### config.mk
export PLATFORM = sky130hd
export DESIGN_NAME = fifo_write_arbiter
export DESIGN_NICKNAME = d
export VERILOG_FILES = /design/src/rtl/fifo_write_arbiter.sv
export SDC_FILE = /design/constraint.sdc
export NUM_CORES = 1
export LEC_CHECK = 0
export CORE_MARGIN = 2
export CORE_UTILIZATION = 39
export CTS_BUF_LIST = sky130_fd_sc_hd__clkbuf_4
export DETAILED_ROUTE_END_ITERATION = 10
export PLACE_DENSITY = 0.87
export SLEW_MARGIN = 20
export SYNTH_ARGS = -nofsm -noshare
export SYNTH_HDL_FRONTEND = slang
export SYNTH_SLANG_ARGS = --single-unit
### constraint.sdc
create_clock -name wclk -period 3.7 [get_ports wclk]
set_input_delay 1.11 -clock wclk [delete_from_list [all_inputs] [get_ports wclk]]
set_output_delay 1.11 -clock wclk [all_outputs]
set_load 0.005 [all_outputs]
### src/rtl/fifo_write_arbiter.sv
// Round-robin arbiter sharing the FIFO write port between NUM_REQ requesters.
// Grants bursts of up to MAX_BURST beats; back-pressure comes from the FIFO full flag.
module fifo_write_arbiter #(
    parameter int unsigned NUM_REQ    = 4,
    parameter int unsigned DATA_WIDTH = 8,
    parameter int unsigned MAX_BURST  = 4,
    localparam int unsigned IDW       = $clog2(NUM_REQ)
) (
    input  logic                          wclk,
    input  logic                          wrst_n,
    input  logic [NUM_REQ-1:0]            req_valid,
    input  logic [NUM_REQ-1:0]            req_last,
    input  logic [NUM_REQ*DATA_WIDTH-1:0] req_data,
    output logic [NUM_REQ-1:0]            req_ready,
    input  logic                          full,
    output logic                          w_en,
    output logic [DATA_WIDTH-1:0]         data_in,
    output logic [IDW-1:0]                grant_id,
    output logic                          busy
);

    localparam int unsigned CW = $clog2(MAX_BURST + 1);

    typedef enum logic {StIdle, StGrant} state_t;

    state_t         state;
    logic [IDW-1:0] rr_ptr;
    logic [CW-1:0]  beat_cnt;

    logic           any_valid;
    logic           found;
    logic [IDW-1:0] pick_id;
    int unsigned    idx;
    logic           beat;
    logic           burst_end;
    logic           release_burst;
    logic [IDW-1:0] next_ptr;

    // First valid requester at or after rr_ptr, wrapping modulo NUM_REQ.
    always_comb begin
        any_valid = |req_valid;
        found     = 1'b0;
        pick_id   = '0;
        idx       = 0;
        for (int k = 0; k < int'(NUM_REQ); k++) begin
            idx = (int'(rr_ptr) + k) % NUM_REQ;
            if (!found && req_valid[idx]) begin
                found   = 1'b1;
                pick_id = IDW'(idx);
            end
        end
    end

    always_comb begin
        beat          = (state == StGrant) && req_valid[grant_id] && !full;
        burst_end     = (beat_cnt == CW'(MAX_BURST - 1));
        release_burst = beat && (req_last[grant_id] || burst_end);
        next_ptr      = (grant_id == IDW'(NUM_REQ - 1)) ? '0 : grant_id + 1'b1;
    end

    always_ff @(posedge wclk or negedge wrst_n) begin
        if (!wrst_n) begin
            state    <= StIdle;
            grant_id <= '0;
            rr_ptr   <= '0;
            beat_cnt <= '0;
        end else begin
            unique case (state)
                StIdle: begin
                    if (any_valid) begin
                        grant_id <= pick_id;
                        beat_cnt <= '0;
                        state    <= StGrant;
                    end
                end
                StGrant: begin
                    if (beat) begin
                        beat_cnt <= beat_cnt + 1'b1;
                        if (release_burst) begin
                            rr_ptr <= next_ptr;
                            state  <= StIdle;
                        end
                    end
                end
                default: state <= StIdle;
            endcase
        end
    end

    // Write path is combinational so full stalls the beat in the same cycle.
    always_comb begin
        busy      = (state == StGrant);
        w_en      = beat;
        req_ready = '0;
        data_in   = '0;
        if (state == StGrant) begin
            req_ready[grant_id] = beat;
            data_in             = req_data[int'(grant_id)*DATA_WIDTH +: DATA_WIDTH];
        end
    end

endmodule

==> run_results.csv <==
group,metric,value,unit
sta,slew_viol_final,0,
logic_synthesis,synth_edf_count,0,
drt,post-route-drc-count,0,
layout,fin_nets,200,
worst_setup_path,critical_path_class,"in -> out",
sta,timing.final.ws_setup,0.116,ns
floorplan,start_util,40.7,%
logic_synthesis,ys.flop_type,"dfrtp_1",
logic_synthesis,ys_top_cells_by_area,"dfrtp_1 23%, mux4_2 20%, ha_1 8.5%",
power,p_int,563,uW
clock_tree,cts-hold-fix-buffers,0,
logic_synthesis,synth_most_common_cell,"and2_1",
global_route,grtUsageTotal,19.5,%
clock_tree,clock_latency,0.25,ns
worst_hold_path,hold_path.class,"reg -> reg",
global_route,grt-ovfl-total,0,
outcome,status,"finished clean",
drt,wire_per_inst,15.2,um
worst_setup_path,slowest_stage,"clkdlybuf4s50_1",
power,power.density,552,nW/um^2
power,switching_share,37.1,%
drt,vias,930,
floorplan,dieHeight,51.6,um
sta,fin_setup_tns,0,ns
power,peakVddDrop,0.368,mV
floorplan,die_width,51.6,um
clock_tree,cts_tree,"yes",
floorplan,fp-row-count,17,
logic_synthesis,synth.largest_area_cell,"dfrtp_1",
sta,period_share,96.9,%
drt,drtIter0Drc,12,
layout,drive_gt1_share,25.5,%
floorplan,fp.coreArea,2170,um^2
logic_synthesis,synth_nets,129,
logic_synthesis,async_flop_share,100,%
layout,area_growth,83.8,%
layout,n_antenna_cell,0,
logic_synthesis,ys_seq_area_share,22.7,%
power,power_leakage,0.789,nW
global_route,antenna_found_initial,0,
sta,rsz0062_at_grt,"no",
global_route,grt_pass1_vias,892,
placement,dp_slack,-0.138,ns
worst_setup_path,crit_path_cell_trace,"clkdlybuf4s50_1 > or2_1 > o22ai_4 > buf_6 > buf_4 > and3_1 > clkbuf_2",
placement,dp.cells,168,
run,cap_viol_max_count,0,
drt,first_pass_iters,4,
sta,setup_violations,0,
logic_synthesis,synth_common_cells,"9 x and2_1, 8 x dfrtp_1, 8 x mux4_2",
clock_tree,cts_buffers,3,
global_route,grt_pass1_wl,3890,um
logic_synthesis,synth_cells,80,
power,power.clock.fraction,7.0,%
logic_synthesis,synth.cell_area,882,um^2
drt,ant_nets,0,
worst_setup_path,end_kind,"output port",
power,power.switching,332,uW
floorplan,dieArea,2660,um^2
clock_tree,cts_htree_levels,1,
worst_setup_path,cpPeakStageDelay,0.42,ns
sta,period_minus_slack,3.58,ns
layout,final_cell_area,1620,um^2
drt,viasPerCell,5.25,
clock_tree,cts.clk_slew.worst_paths,0.05,ns
worst_setup_path,cp_max_fo,4,
power,p_comb_share,68.8,%
logic_synthesis,synth_top_area_share,22.7,%
placement,dp_hpwl,2020,um
placement,place_area,1520,um^2
sta,worst_pin_slew,0.771,ns
sta,slew_headroom,48.6,%
floorplan,num_io_pins,59,
logic_synthesis,ys_seq_elements,8,
sta,finClkSkew,0.00476,ns
drt,drt_wl_total,2690,um
worst_setup_path,arrival,2.47,ns
worst_setup_path,cp-start-kind,"input port",
placement,gp_congestion,0.791,
logic_synthesis,yosys.cell_types.count,31,
clock_tree,ctsLongestPathBuffers,2,
power,seqPwrFrac,24.1,%
logic_synthesis,ys_warn_count,0,
sta,hold_viol_final,0,
placement,portBuffers,58,
clock_tree,clockRootBuffer,"clkbuf_4",
logic_synthesis,syn_area_per_cell,11.0,um^2
layout,fin_cells,177,
power,power.total,896,uW
worst_setup_path,required,2.59,ns
global_route,grt_max_degree,19,
sta,timing.fmax,279,MHz
clock_tree,cts_sinks,8,
## state kept, by name (all words and copies together) (netlist names)
name and flops:
beat_cnt 3, grant_id 2, rr_ptr 2, busy 1
## cells by family after synthesis
| family | synth area share (%) |
|---|---|
| buffers and inverters | 4.96 |
| AND/OR/NAND/NOR | 18.9 |
| flip-flops | 22.7 |
| AO/OA/AOI/OAI | 12.5 |
| multiplexers | 32.5 |
| adder cells (fa/ha/maj) | 8.51 |
## critical path, delay by kind of cell
family | cells | cell delay (ns)
and+or+nand+nor | 2 | 0.41
AOI/OAI and AO/OA | 1 | 0.19
buffers and inverters | 4 | 0.77
## power by group through the flow
stage               Clock, mW  Combinational (mW)  Sequential, mW
finish                 0.0629               0.616           0.216
CTS                    0.0644               0.594           0.212
global placement            0               0.576           0.209
detailed placement          0               0.593           0.215
global route           0.0692               0.664           0.228
floorplan                   0               0.379           0.164
## layer usage
layer  routed length [um]  vias up  GRT usage [%]  share of wire [%]
li1                     -      434              -                  -
met1                 1100      451           22.2                 41
met2                 1330       43           35.7                 49
met3                  231        2           3.45                8.6
met4                   27        0           7.89                1.0
met5                    0        -              0                  0
## timing repair
item                       in CTS  in global routing
setup buffers                   2                  4
pin swaps                       3                  2
setup endpoints to repair       8                  7
resized for setup               6                 15
## worst paths after layout
kind / slack, ns / end / start / cells after the start
setup reg to reg: 1.32 / rr_ptr[0] / grant_id[0] / 9
max in group asynchronous: 2.30 / rr_ptr[0] / wrst_n / 1
min in group asynchronous: 1.14 / rr_ptr[1] / wrst_n / 1
setup / recovery: 0.12 / req_ready[1] / full / 7
hold / removal: 0.49 / beat_cnt[0] / beat_cnt[0] / 1
hold reg to reg: 0.49 / beat_cnt[0] / beat_cnt[0] / 1
## layout make-up
class | instances | area (um^2)
Inverter | 4 | 15.0
Sequential cell | 8 | 200
Multi-Input combinational cell | 63 | 661
Tap cell | 28 | 35.0
Clock buffer | 3 | 22.5
Timing Repair Buffer | 71 | 688
Fill cell | 147 | 548
## stage by stage
stage,hold slack [ns],util (%)
after floorplan,0.455,-
after global placement,0.474,70.1
after detailed placement,0.482,70.1
after CTS,0.490,71.5
after global routing,0.511,74.7
final,0.487,74.7
## layout by cell type, fill, tap and decap left out
master / n
o21ai_1: 2
nand3_1: 1
nand2b_1: 1
and2_4: 1
or2_1: 1
dlygate4sd2_1: 5
o22ai_4: 1
buf_6: 1
o21ai_0: 1
o211a_1: 1
mux2i_2: 2
or3_4: 1
o31ai_1: 1
ha_1: 6
and3_4: 1
nor3b_1: 1
a221o_1: 1
a21o_1: 1
and3_1: 3
mux2_2: 1
nand2_1: 5
nor2_1: 3
mux4_2: 8
a21oi_1: 1
clkbuf_4: 3
clkdlybuf4s50_1: 45
clkbuf_2: 1
inv_1: 4
nor2b_1: 1
dfrtp_1: 8
buf_4: 12
mux2i_1: 3
nand2b_4: 1
or2_2: 1
dlymetal6s2s_1: 7
mux2_4: 3
a2111oi_0: 1
o2111ai_4: 1
and2_1: 8
(Power assumes the default switching activity.)
